<file path="src/rtl/maxnet_pkg.sv">
// Shared types and constants for the Maxnet winner-take-all front end.
package maxnet_pkg;

    localparam int FP_W   = 32;
    localparam int NUM_IN = 4;

    localparam logic [FP_W-1:0] FP_POS_MAX = 32'h7F7F_FFFF;

    typedef enum logic [1:0] {
        FILL   = 2'd0,
        LAUNCH = 2'd1,
        WAIT   = 2'd2,
        OUTPUT = 2'd3
    } state_t;

endpackage

</file>
<file path="src/rtl/fp_nonneg_clamp.sv">
// Maps an IEEE-754 single onto a non-negative finite value: negatives and NaN
// become +0, +inf becomes the largest finite positive value.
module fp_nonneg_clamp
    import maxnet_pkg::*;
(
    input  logic [FP_W-1:0] word,
    output logic [FP_W-1:0] clean
);

    logic [7:0]  exponent;
    logic [22:0] mantissa;

    assign exponent = word[30:23];
    assign mantissa = word[22:0];

    always_comb begin
        clean = word;
        if (word[31]) begin
            clean = '0;
        end else if (exponent == 8'hFF) begin
            clean = (mantissa != '0) ? '0 : FP_POS_MAX;
        end
    end

endmodule

</file>
<file path="src/rtl/maxnet_loader.sv">
// Buffers four sanitised activations, launches Maxnet, waits for done (with a
// timeout guard) and hands the captured result downstream.
module maxnet_loader
    import maxnet_pkg::*;
#(
    parameter int TIMEOUT = 1023
) (
    input  logic            clk,
    input  logic            rst,
    input  logic [FP_W-1:0] in_data,
    input  logic            in_valid,
    output logic            in_ready,
    output logic [FP_W-1:0] X1,
    output logic [FP_W-1:0] X2,
    output logic [FP_W-1:0] X3,
    output logic [FP_W-1:0] X4,
    output logic            start,
    input  logic            done,
    input  logic [FP_W-1:0] result,
    output logic [FP_W-1:0] out_data,
    output logic            out_valid,
    input  logic            out_ready,
    output logic            err,
    output logic            busy
);

    localparam int            TW    = $clog2(TIMEOUT + 1);
    localparam logic [TW-1:0] TLAST = TW'(TIMEOUT - 1);
    localparam logic [1:0]    CLAST = 2'(NUM_IN - 1);

    state_t          state;
    state_t          next_state;
    logic [1:0]      cnt;
    logic [TW-1:0]   tcnt;
    logic [FP_W-1:0] clean;
    logic [FP_W-1:0] slot [NUM_IN];
    logic            accept;
    logic            timeout_hit;

    fp_nonneg_clamp u_clamp (
        .word  (in_data),
        .clean (clean)
    );

    assign accept      = in_valid & in_ready;
    assign timeout_hit = (tcnt == TLAST);

    always_ff @(posedge clk or posedge rst) begin
        if (rst) state <= FILL;
        else     state <= next_state;
    end

    always_comb begin
        next_state = state;
        case (state)
            FILL:    if (accept && cnt == CLAST) next_state = LAUNCH;
            LAUNCH:  next_state = WAIT;
            WAIT:    if (done || timeout_hit) next_state = OUTPUT;
            OUTPUT:  if (out_ready) next_state = FILL;
            default: next_state = FILL;
        endcase
    end

    always_comb begin
        in_ready  = (state == FILL);
        start     = (state == LAUNCH);
        out_valid = (state == OUTPUT);
        busy      = (state != FILL);
    end

    // Slot writes, timeout counting and result capture; done beats timeout.
    always_ff @(posedge clk or posedge rst) begin
        if (rst) begin
            cnt      <= '0;
            tcnt     <= '0;
            out_data <= '0;
            err      <= 1'b0;
            for (int i = 0; i < NUM_IN; i++) slot[i] <= '0;
        end else begin
            if (accept) begin
                slot[cnt] <= clean;
                cnt       <= cnt + 2'd1;
            end
            if (state == LAUNCH) begin
                tcnt <= '0;
            end else if (state == WAIT && !done) begin
                tcnt <= tcnt + TW'(1);
            end
            if (state == WAIT) begin
                if (done) begin
                    out_data <= result;
                    err      <= 1'b0;
                end else if (timeout_hit) begin
                    out_data <= '0;
                    err      <= 1'b1;
                end
            end
        end
    end

    assign X1 = slot[0];
    assign X2 = slot[1];
    assign X3 = slot[2];
    assign X4 = slot[3];

endmodule

</file>
<file path="config.mk">
export PLATFORM = sky130hd
export DESIGN_NAME = maxnet_loader
export DESIGN_NICKNAME = d
export VERILOG_FILES = /design/src/rtl/maxnet_pkg.sv /design/src/rtl/fp_nonneg_clamp.sv /design/src/rtl/maxnet_loader.sv
export SDC_FILE = /design/constraint.sdc
export NUM_CORES = 1
export LEC_CHECK = 0
export ABC_AREA = 1
export ABC_CLOCK_PERIOD_IN_PS = 5900
export BUFFER_PORTS_ARGS = -buffer_cell sky130_fd_sc_hd__buf_2
export CAP_MARGIN = 25
export CORE_MARGIN = 2
export CORE_UTILIZATION = 43
export CTS_BUF_LIST = sky130_fd_sc_hd__clkbuf_4 sky130_fd_sc_hd__clkbuf_8
export CTS_CLUSTER_SIZE = 12
export DETAILED_ROUTE_END_ITERATION = 10
export GPL_TIMING_DRIVEN = 0
export PLACE_DENSITY = 0.69
export RECOVER_POWER = 50
export SETUP_SLACK_MARGIN = 0.02
export SYNTH_ARGS = -nofsm -noshare
export SYNTH_HDL_FRONTEND = slang
export SYNTH_SLANG_ARGS = --single-unit
</file>
<file path="constraint.sdc">
create_clock -name clk -period 5.9 [get_ports clk]
set_input_delay 0.59 -clock clk [delete_from_list [all_inputs] [get_ports clk]]
set_output_delay 0.59 -clock clk [all_outputs]
set_load 0.05 [all_outputs]
</file>
Word level (Yosys, flattened, before mapping):

Index checks and enable logic that the tools add are counted.

* mux-type cells: 16
* equality and inequality tests: 9
* reductions and logical operators: 12
* bitwise operators: 2
* $lt $le $gt $ge: 2
* divide/modulo/power cells: 0
* shift-type cells: 0
* $add $sub $neg: 2
* $mul: 0

Operator list (count)
* $mux W32: 5
* $bwmux W128: 1
* $demux W32 S2: 1
* $mux W31: 1
* $reduce_bool A23 Y1: 1
* $mux W10: 2
* $add A10 B1 Y10 const B: 1
* $eq A10 B10 Y1 const B: 1
* $eq A8 B8 Y1 const B: 1
* $pmux W2 S4: 1
* $eq A2 B2 Y1 const B: 3
* $mux W2: 3
* $reduce_bool A2 Y1: 3
* $ne A2 B1 Y1 const B: 2
* $ge A3 B3 Y1 const B: 1
* $logic_and A1 B1 Y1: 3
* $lt A3 B1 Y1 const B: 1
* $not A2 Y3: 1
* $reduce_and A3 Y1: 1
* $add A2 B1 Y2 const B: 1
* $eq A2 B1 Y1 const B: 1
* $logic_not A2 Y1: 1
* $mux W1: 2
* $ne A2 B2 Y1 const B: 1
* 4 further kinds: 4

* bits in read-only memories: 0
* memories: 0
* logic and storage cells: 52
* output and inout bits: 165
* bits in latches: 0
* memory bits (writable): 0
* bits in registers: 175
* bits of input ports: 69

Longest topological paths before layout:

Gate-level depths: netlist of the first run.

* depth after elaboration: 6
* depth in mapped cells: 10
* depth with buffers taken out: 10

Cells and area by module:

From an unflattened synthesis of the first run, not the netlist that was laid out.

* cells, all modules: 859
* area total of the unflattened synthesis: 7578.5 um^2

By module, submodules not included
* maxnet_loader: area each 6740.2 um^2, sequential area each 4379.2 um^2, cells each 707, instances 1
* fp_nonneg_clamp: area each 838.3 um^2, sequential area each 0.0 um^2, cells each 152, instances 1

Least setup slack after synthesis of the first run:

No wires, ideal clock.

* path type: register to output
* from: register state[0]
* to: output port busy
* setup slack: 3957 ps
* arrival: 1353 ps
* required time: 5310 ps
* buffers on the path: 0
* stages on the path, launching flop included: 4
* cells stage by stage: dfrtp_1 > inv_1 > ha_1 > inv_1

* longest elaborated chain between the ends: 1

RTL lines
* from (decl): RTL line maxnet_loader.sv:31 `state_t state;`
* from (signal assigned): RTL line maxnet_loader.sv:50 `else state <= next_state;`
* $reduce_bool A2 Y1: RTL line maxnet_loader.sv:68 `busy = (state != FILL);`
* to (decl): RTL line maxnet_loader.sv:24 `output logic busy`

No other way between the ends.

==> results.tsv, run 1 <==
stage	metric	value	unit
clock_network	deepest clock path buffer count	2	
synthesis	post-synthesis compound-gate area fraction	0.0460	
synthesis	Synth Area in XOR/XNOR	0.00115	
clock_network	Worst-path clk slew	0.09	ns
critical_path	CP Class	in2async	
detailed_routing	vias per inst	4.86	
cells_and_area	Design Area, Final	0.00941	mm^2
outcome	failing checks	max-capacitance violations, max-slew violations	
timing	Highest Clock Rate	359	MHz
clock_network	hold buffer count at CTS	0	
timing	Hold Vio Cnt, Final	0	
critical_path	Worst EP required	5.86	ns
power	internal power	2.68	mW
synthesis	multiplexer share of the synthesized area	0	
clock_network	CTS Root Cell	clkbuf_8	
power	Clk pwr share	0.149	
power	Logic pwr share	0.519	
synthesis	Seq/Total Area, Yosys	0.564	
timing	RSZ-0062 raised after global routing	no	
timing	worst hold margin	0.344	ns
timing	Setup TNS	0	ns
placed_design	routability congestion estimate	0.857	
synthesis	Syn Inst Count	889	
clock_network	Resize count post-CTS	0	
grt	vias in the first global route	6378	
clock_network	CTS Sinks	171	
synthesis	yosys warns	0	
timing	final setup vio count	0	
synthesis	synthesis-stage register bit count	171	
power	switch share	0.537	
detailed_routing	drt total wl	21.8	mm
cells_and_area	area of the multi-input gates	0.00278	mm^2
clock_network	setup bufs post-CTS	0	
timing	relative slew slack	-1.41	
power	sequential power share	0.332	
critical_path	Reg2Reg Setup Slack	3.87	ns
power	PD cells	615	mW/mm^2
die	Die Span X	137	um
synthesis	Area contributors post-synth	dfrtp_1 (56%), nand2_1 (19%), nand3_1 (8.4%)	
detailed_routing	DR pass1 iterations	5	
cells_and_area	storage element area	0.00428	mm^2
power	Max VDD drop	0.311	mV
synthesis	leading area contributor after synthesis	dfrtp_1	
critical_path	Critical Path AT	2.75	ns
synthesis	Adder-Cell Fraction of Synth Area	0.0165	
timing	Slew Limit Fails	80	
clock_network	Clk Latency, worst-skew pair	0.44	ns
critical_path	startpoint type of the worst setup path	input pin	
critical_path	critical-path cell list	clkbuf_1 -> clkinvlp_2	
run	max cap viols	1	
detailed_routing	post-route ant nets	0	
synthesis	mapped cell area	0.00758	mm^2
die	Std-Cell Core Area	0.0173	mm^2
synthesis	Yosys cell types	23	
detailed_routing	Iter 0 DRT Violations	504	
clock_network	TritonCTS buffer count	17	
grt	global-route wire length before repair	33.5	mm
grt	initial antenna violation count	2	
detailed_routing	routed vias	6707	
clock_network	H-tree depth	4	
outcome	run status	finished, violations left	
critical_path	crit-path max cell delay	2.01	ns
die	num ports	234	
min_path	worst min path class	in2reg	
die	Cell Rows	48	
grt	GRT Overall Usage	0.234	
timing	Worst-Margin Slew	3.60	ns
grt	pin count of the biggest net entering global routing	93	
power	Switch Pwr	3.11	mW
placed_design	HPWL after DPL	15.6	mm
critical_path	CP max-delay cell	clkinvlp_2	
cells_and_area	Final #Nets	1220	
timing	min Tclk post-route	2.79	ns
synthesis	share of the synthesized area in the top cell type	0.564	
placed_design	dpl cell area	0.00906	mm^2
power	Leak	5.41	nW
cells_and_area	FILL cells	1701	
critical_path	Worst Path Max Fanout	80	
critical_path	Bufs and invs on worst path	2	
placed_design	IO Port Bufs	229	
synthesis	post-synthesis simple-gate area fraction	0.302	
critical_path	delay-heaviest family, CP	buffers and inverters	
die	area of the die	0.0187	mm^2
synthesis	Mean Syn Cell Area	8.53	um^2
grt	GR Overflow Total	0	
clock_network	CTS tree	yes	
timing	final clock skew	0.00787	ns
critical_path	CP Capture Type	asynchronous set/reset pin	
synthesis	largest family of logic cells by synthesized area	simple AND/OR/NAND/NOR gates	
cells_and_area	share of cells above drive strength 1	0.233	
cells_and_area	Area Overhead vs Synth	24.1	%
die	initial core utilization	0.439	
die	Die Y	137	um
detailed_routing	drt wl/cell	15.8	um
timing	final period utilization	0.473	
detailed_routing	DRC	0	
metrics by stage:
stage	total power [mW]	utilization	setup slack [ns]	std cells
floorplan	4.22	-	0.678	892
global placement	4.94	0.522	-1.39	1346
detailed placement	4.99	0.524	3.89	1347
CTS	5.88	0.548	3.76	1378
global route	6.12	0.544	2.48	1379
finish	5.79	0.544	3.11	1381
worst min-delay path, stage by stage:
cell and delay [ns]:
buf_2 0.08, nand2_1 0.04, nand2_1 0.05
Yosys cell counts (all sizes together):
| cell type | n |
|---|---|
| a21oi | 28 |
| buf | 37 |
| clkbuf | 15 |
| conb | 1 |
| dfrtp | 171 |
| ha | 10 |
| inv | 53 |
| nand2 | 387 |
| nand3 | 127 |
| nand3b | 3 |
| nand4 | 3 |
| nor2 | 40 |
| o21ai | 11 |
| o21bai | 1 |
| or2 | 1 |
| xor2 | 1 |
worst paths after layout:
check                               end  cells after the start    startpoint
hold reg to reg            out_data[24]                      2  out_data[24]
max in group clk                   busy                      4      state[0]
min in group asynchronous         X4[9]                      2           rst
setup reg to reg                 X4[27]                      9      state[0]
setup / recovery                 X3[30]                      2           rst
hold / removal             out_data[24]                      3    result[24]
logic make-up (layout without fill, tap and decap cells):
| logic type | count (synthesis) | count (layout) |
|---|---|---|
| AOI/OAI and AO/OA | 40 | 40 |
| xor gates and xnor gates | 1 | 1 |
| adders and majority gates | 10 | 10 |
| buffers and inverters | 105 | 366 |
| DFF | 171 | 171 |
| other | 1 | 7 |
| and+or+nand+nor | 561 | 561 |
cell usage in the layout (no fill, tap or decap), types with 10 or more instances in the layout:
cell / instances
a21oi_4: 10
buf_2: 198
buf_6: 13
clkbuf_1: 65
clkbuf_8: 18
dfrtp_1: 171
ha_1: 10
inv_1: 51
nand2_1: 387
nand3_1: 127
nor2_1: 40
o21ai_0: 11
power groups by stage:
stage / Combinational [mW] / Clock, mW / Sequential [mW]
floorplan: 0.723 / 0 / 3.49
detailed placement: 3.06 / 0 / 1.93
global route: 3.21 / 0.945 / 1.97
CTS: 3.07 / 0.891 / 1.91
finish: 3.01 / 0.865 / 1.92
global placement: 3.02 / 0 / 1.93
per-layer routing:
metal | global-route usage | vias up | wire (um) | part of all wire
met5 | 0 | - | 0 | 0
met1 | 0.318 | 3149 | 9780 | 0.45
li1 | - | 3294 | - | -
met4 | 0.0578 | 0 | 188 | 0.0086
met2 | 0.369 | 249 | 10000 | 0.46
met3 | 0.0711 | 15 | 1810 | 0.083
state kept, by name, summed over array words and instances, names as in the netlist:
name,count
X2,31
out_data,32
cnt,2
X1,31
X4,31
state,2
X3,31
err,1
tcnt,10
cell type report:
type / instances / area share
diodes: 3 / 0.000798
plain buffers: 52 / 0.0348
clock buffers: 21 / 0.0287
clock inverters: 10 / 0.0153
inverters: 53 / 0.0213
multi-input cells: 616 / 0.296
flip-flops and latches: 171 / 0.455
well taps: 225 / 0.0299
repair buffers: 230 / 0.118
Power figures use the tool's default switching activity.
==> run 2: changes to the inputs <==
ABC_CLOCK_PERIOD_IN_PS = 2400   (was 5900)
PLACE_DENSITY = 0.72   (was 0.69)
clock period = 2.4 ns   (was 5.9 ns; I/O delays follow)
==> run 2 against run 1 <==
Clock power grew to 2.6 times the previous value; first-iteration DRC count down 21%; combinational power rose by 140%; largest power group unchanged; sequential power is 150% higher; utilization is 1.7 points higher; power is 150% higher; worst hold slack worse by 0.22 ns; the flow now finishes without violations; wire length rose by 4.0%; sequential share of layout area decreased by 1.4 points; cell count increased by 2.5%.
==> results.tsv, run 2 (same netlist as run 1, synthesis figures left out) <==
stage	metric	value	unit	change
timing	Hold Vio Cnt, Final	0		unchanged
clock_network	TritonCTS buffer count	17		unchanged
cells_and_area	most frequent cells in the layout	nand2_1 (386), dfrtp_1 (171), clkbuf_1 (135)		
run	max cap viols	0		-1
critical_path	startpoint type of the worst setup path	flip-flop		
die	initial core utilization	0.439		unchanged
die	Cell Rows	48		unchanged
clock_network	CTS Sinks	171		unchanged
detailed_routing	DRC	0		unchanged
power	Logic pwr share	0.512		-0.007
critical_path	critical path's most frequent cell	nand2_1		
critical_path	R2R cell count	9		unchanged
grt	initial antenna violation count	1		-1
detailed_routing	DR pass1 iterations	5		unchanged
power	Clk pwr share	0.155		+0.006
timing	final clock skew	0.00897	ns	+0.00110 ns
grt	vias in the first global route	6674		+4.6%
cells_and_area	share of cells above drive strength 1	0.172		-0.0617
cells_and_area	Area Overhead vs Synth	28.0	%	
grt	pin count of the biggest net entering global routing	42		-55%
grt	GR Overflow Total	0		unchanged
timing	final setup vio count	0		unchanged
placed_design	IO Port Bufs	229		unchanged
detailed_routing	Metal-1 WL	9.69	mm	-0.91%
clock_network	H-tree depth	4		unchanged
critical_path	Critical Path AT	2.43	ns	-0.32 ns
detailed_routing	vias per inst	4.88		+0.54%
detailed_routing	Max Used Layer	met4		
outcome	run status	completed		
min_path	worst min path class	in2reg		
detailed_routing	post-route ant nets	0		unchanged
cells_and_area	Largest register FFs	32		unchanged
detailed_routing	drt total wl	22.7	mm	+4.0%
grt	global-route wire length before repair	34.5	mm	+3.0%
power	switch share	0.542		+0.00462
detailed_routing	drt wl/cell	16.0	um	+1.5%
critical_path	crit-path max cell delay	0.43	ns	-1.58 ns
placed_design	routability congestion estimate	0.845		-1.4%
clock_network	Worst-path clk slew	0.09	ns	about the same
critical_path	CP Capture Type	flip-flop		
cells_and_area	commonest non-fill, non-tap cell in the layout	nand2_1		
power	Leak	5.31	nW	-1.9%
die	Die Y	137	um	unchanged
critical_path	CP max-delay cell	dfrtp_1		
timing	Highest Clock Rate	494	MHz	
timing	final period utilization	0.844		
power	Switch Pwr	7.75	mW	+150%
critical_path	Worst EP required	2.80	ns	-3.06 ns
placed_design	HPWL after DPL	16.0	mm	+2.5%
min_path	hold wc startpoint	in_valid		
die	Die Span X	137	um	unchanged
min_path	hold path cells	3		unchanged
detailed_routing	metal2 WL	10.5	mm	+4.3%
detailed_routing	routed vias	6909		+3.0%
detailed_routing	met3 wire length	1.99	mm	+10%
critical_path	Worst Setup SP	state[0]		
clock_network	CTS Root Cell	clkbuf_8		
critical_path	CP Class	reg2reg		
die	area of the die	0.0187	mm^2	unchanged
critical_path	RR Endpoint	X4[18]		
cells_and_area	Most flops, register	out_data		
power	Max VDD drop	0.954	mV	+210%
die	num ports	234		unchanged
clock_network	CTS tree	yes		
critical_path	critical-path cell list	inv_1 -> ha_1 -> nand2_1 -> inv_2 -> nand2_1 -> inv_2 -> buf_2 -> nand3_1 -> nand2_1		
power	internal power	6.55	mW	+140%
timing	min Tclk post-route	2.02	ns	
cells_and_area	Final Non-Filler Cells	1415		+2.5%
cells_and_area	FILL cells	1611		-5.3%
critical_path	Worst Path Max Fanout	10		-88%
timing	Setup TNS	0	ns	unchanged
timing	Worst-Margin Slew	0.978	ns	-2.62 ns
timing	RSZ-0062 raised after global routing	no		
timing	relative slew slack	0.344		+1.76
die	Std-Cell Core Area	0.0173	mm^2	unchanged
placed_design	Placed Cells	1350		+0.22%
grt	GRT Overall Usage	0.241		+0.00689
critical_path	Reg2Reg Setup Slack	0.38	ns	-3.49 ns
critical_path	delay-heaviest family, CP	buffers and inverters		
clock_network	Clk Latency, worst-skew pair	0.46	ns	+0.02 ns
timing	Slew Limit Fails	0		-100%
power	sequential power share	0.333		about the same
detailed_routing	Iter 0 DRT Violations	396		-21%
cells_and_area	Final #Nets	1256		+3.0%
critical_path	Bufs and invs on worst path	4		+2
power	PD cells	1470	mW/mm^2	+140%
critical_path	Critical R2R Launch	state[0]		
min_path	Hold Crit Endpoint	cnt[0]		
clock_network	deepest clock path buffer count	2		unchanged
[run 2: cell count changes in the layout (fill, tap and decap cells not counted), sizes merged]
cell,change
clkbuf,+72
clkinvlp,-1
clkinv,-1
dlygate4sd3,+33
diode,-2
inv,+1
buf,-68
[run 2: repair_timing]
action                    CTS  global route
gates resized for setup     0             0
hold buffers               33             0
setup buffers               0             0
hold endpoints to repair   51             0
[run 2: final cells by class]
type                    count  area (um^2)  area share
diodes                      1         2.50    0.000258
plain buffers              52          332      0.0342
clock buffers              22          297      0.0306
clock inverters             9          136      0.0141
inverters                  53          200      0.0206
multi-input cells         616         2790       0.287
flip-flops and latches    171         4280       0.441
well taps                 225          282      0.0290
repair buffers            266         1390       0.143
[run 2: worst max-delay path by stage]
stage	cells past startpoint	endpoint	slack, ns
6_report	9	X4[18]	0.38
3_3_place_gp	2	X4[1]	-1.10
2_1_floorplan	1	X1[0]	-0.02
3_5_place_dp	8	X4[30]	0.33
4_1_cts	8	X4[30]	0.30
5_1_grt	5	tcnt[5]	0.09
[run 2: metrics by stage]
| stage | util | power, mW | cell area (um^2) | hold WS (ns) | setup slack, ns |
|---|---|---|---|---|---|
| after floorplan | - | 10.4 | 7600 | 0.357 | -0.0227 |
| after global placement | 0.522 | 12.2 | 9030 | 0.443 | -1.10 |
| after detailed placement | 0.527 | 12.3 | 9110 | 0.305 | 0.333 |
| after CTS | 0.571 | 14.6 | 9870 | 0.117 | 0.304 |
| after global routing | 0.561 | 15.1 | 9700 | 0.137 | 0.0913 |
| final | 0.561 | 14.3 | 9710 | 0.128 | 0.375 |
[run 2: power groups by stage]
stage / registers [mW] / logic (mW) / clock network (mW)
after detailed placement: 4.75 / 7.54 / 0
after floorplan: 8.59 / 1.78 / 0
after global routing: 4.88 / 7.82 / 2.37
after CTS: 4.72 / 7.60 / 2.25
after global placement: 4.75 / 7.42 / 0
final: 4.76 / 7.33 / 2.21
[run 2: worst register-to-register path, cell delays in order, from the launching register on]
cell	delay (ns)
dfrtp_1	0.43
inv_1	0.10
ha_1	0.28
nand2_1	0.17
inv_2	0.12
nand2_1	0.23
inv_2	0.18
buf_2	0.23
nand3_1	0.14
nand2_1	0.09
[run 2: metal layers]
metal / global-route usage / up-vias
met5: 0 / -
met4: 0.0876 / 0
met3: 0.0678 / 35
met2: 0.390 / 296
met1: 0.311 / 3224
li1: - / 3354
==> run 3: changes to the inputs <==
ABC_CLOCK_PERIOD_IN_PS = 2000   (was 2400)
PLACE_DENSITY = 0.69   (was 0.72)
clock period = 2 ns   (was 2.4 ns; I/O delays follow)
==> run 3 against run 2 <==
Design area fell by 0.66%; clock skew is 0.0015 ns higher; combinational power up 19%; clock power increased by 6%; sequential share of layout area up 0.29 points; cell count stayed put; die area unchanged; maximum frequency grew 7.9%; sequential power increased by 20%.
==> results.tsv, run 3 (same netlist as run 1, synthesis figures left out) <==
stage	metric	value	unit	change
cells_and_area	# diodes	0		-1
timing	Worst-Margin Slew	0.658	ns	-0.320 ns
power	Logic pwr share	0.520		+0.008
detailed_routing	drt total wl	22.5	mm	-0.86%
die	Die Y	137	um	unchanged
detailed_routing	DRC	0		unchanged
cells_and_area	most frequent cells in the layout	nand2_1 (382), dfrtp_1 (171), clkbuf_1 (153)		
detailed_routing	drt wl/cell	15.9	um	-0.86%
placed_design	HPWL after DPL	16.2	mm	+0.86%
critical_path	CP Class	reg2reg		
run	max cap viols	0		unchanged
cells_and_area	Final Non-Filler Cells	1415		unchanged
detailed_routing	routed vias	6892		-0.25%
die	Std-Cell Core Area	0.0173	mm^2	unchanged
cells_and_area	Most flops, register	out_data		
timing	Hold Vio Cnt, Final	0		unchanged
placed_design	worst slack, placed	-0.0290	ns	-0.362 ns
timing	worst hold margin	0.0810	ns	-0.0469 ns
power	Clk pwr share	0.139		-0.016
detailed_routing	Iter 0 DRT Violations	518		+31%
clock_network	deepest clock path buffer count	2		unchanged
timing	worst setup margin	0.123	ns	-0.252 ns
critical_path	CP Capture Type	flip-flop		
timing	final clock skew	0.0105	ns	+0.00153 ns
detailed_routing	post-route ant nets	0		unchanged
grt	pin count of the biggest net entering global routing	41		-2.4%
die	Die Span X	137	um	unchanged
power	switch share	0.556		+0.0142
min_path	worst min path class	in2reg		
clock_network	Clk Latency, worst-skew pair	0.47	ns	about the same
cells_and_area	Area Overhead vs Synth	27.1	%	
cells_and_area	Design Area, Final	0.00964	mm^2	-0.66%
grt	initial antenna violation count	1		unchanged
critical_path	Critical Path AT	2.29	ns	-0.14 ns
detailed_routing	DR pass1 iterations	5		unchanged
power	overall power	16.8	mW	+17%
grt	GRT Overall Usage	0.239		-0.00188
die	initial core utilization	0.439		unchanged
cells_and_area	Largest register FFs	32		unchanged
critical_path	startpoint type of the worst setup path	flip-flop		
power	Max VDD drop	0.919	mV	-3.6%
clock_network	CTS tree	yes		
grt	vias in the first global route	6598		-1.1%
detailed_routing	vias per inst	4.87		-0.25%
clock_network	TritonCTS buffer count	17		unchanged
timing	min Tclk post-route	1.88	ns	-0.148 ns
timing	Slew Limit Fails	0		unchanged
timing	RSZ-0062 raised after global routing	yes		
clock_network	H-tree depth	4		unchanged
timing	Highest Clock Rate	533	MHz	+7.9%
power	Leak	5.22	nW	-1.8%
grt	global-route wire length before repair	34.5	mm	-0.24%
die	area of the die	0.0187	mm^2	unchanged
clock_network	Worst-path clk slew	0.10	ns	about the same
cells_and_area	share of cells above drive strength 1	0.162		-0.00939
placed_design	IO Port Bufs	229		unchanged
cells_and_area	Final #Nets	1256		unchanged
clock_network	CTS Root Cell	clkbuf_8		
cells_and_area	commonest non-fill, non-tap cell in the layout	nand2_1		
placed_design	dpl cell area	0.00911	mm^2	unchanged
clock_network	CTS Sinks	171		unchanged
critical_path	Worst Path Max Fanout	10		unchanged
power	Switch Pwr	9.34	mW	+21%
die	Cell Rows	48		unchanged
outcome	run status	completed		
placed_design	routability congestion estimate	0.867		+2.6%
timing	relative slew slack	0.563		+0.219
critical_path	Worst EP required	2.41	ns	-0.39 ns
timing	final period utilization	0.938		+0.0948
power	internal power	7.46	mW	+14%
placed_design	Placed Cells	1350		unchanged
die	num ports	234		unchanged
power	sequential power share	0.340		+0.007
timing	final setup vio count	0		unchanged
power	PD cells	1740	mW/mm^2	+18%
grt	GR Overflow Total	0		unchanged
[run 3: cell count changes in the layout (fill, tap and decap cells not counted), moves of 3 or more]
cell / previous run / this run
buf_2: 128 / 100
clkbuf_1: 135 / 153
clkbuf_2: 1 / 7
clkbuf_4: 1 / 6
clkbuf_8: 21 / 17
clkinv_2: 1 / 4
inv_6: 1 / 4
nand2_1: 386 / 382
nand2_2: 1 / 4
[run 3: worst max-delay path: stages (launching register included)]
cell and delay (ns):
dfrtp_1 0.42, inv_1 0.09, ha_1 0.24, nand2_1 0.14, inv_2 0.16, nand2_2 0.18, inv_2 0.14, buf_2 0.24
nand3_1 0.13, nand2_1 0.07
[run 3: timing repair]
action,4_1_cts,5_1_grt
pin swaps,0,0
hold endpoints to repair,57,0
gates resized for setup,2,20
buffers inserted,0,0
setup endpoints to repair,53,112
hold buffers,33,0
[run 3: worst paths after layout]
kind,slack (ns),start,cells after the start,end
min,0.08,in_valid,3,cnt[0]
min in group asynchronous,0.36,rst,3,out_data[24]
max reg2reg,0.12,state[0],9,X1[9]
max in group asynchronous,0.50,rst,5,X2[8]
min reg2reg,0.48,out_data[29],2,out_data[29]
max,0.12,state[0],9,X1[9]
[run 3: cell type report]
type	instances	area, um^2
Fill cell	1656	7650
Buffer	52	348
Timing Repair Buffer	266	1360
Clock buffer	19	249
Multi-Input combinational cell	616	2800
Tap cell	225	282
Clock inverter	13	118
Inverter	53	203
Sequential cell	171	4280
[run 3: routing by layer]
| metal | up-vias | global-route usage | wire [um] |
|---|---|---|---|
| li1 | 3357 | - | - |
| met1 | 3241 | 0.322 | 9880 |
| met2 | 259 | 0.378 | 10300 |
| met3 | 35 | 0.0619 | 1880 |
| met4 | 0 | 0.0802 | 458 |
| met5 | - | 0 | 0 |
[run 3: metrics by stage]
stage | util | TNS [ns]
finish | 0.557 | 0
global route | 0.557 | -0.000885
CTS | 0.567 | -0.430
detailed placement | 0.527 | -0.0768
global placement | 0.522 | -250.57
floorplan | - | -65.44
[run 3: power groups by stage]
stage | Sequential (mW) | Combinational [mW] | Clock, mW
2_1_floorplan | 10.3 | 2.13 | 0
3_3_place_gp | 5.70 | 8.89 | 0
3_5_place_dp | 5.71 | 9.03 | 0
4_1_cts | 5.67 | 9.10 | 2.39
5_1_grt | 5.87 | 9.34 | 2.54
6_report | 5.72 | 8.74 | 2.34
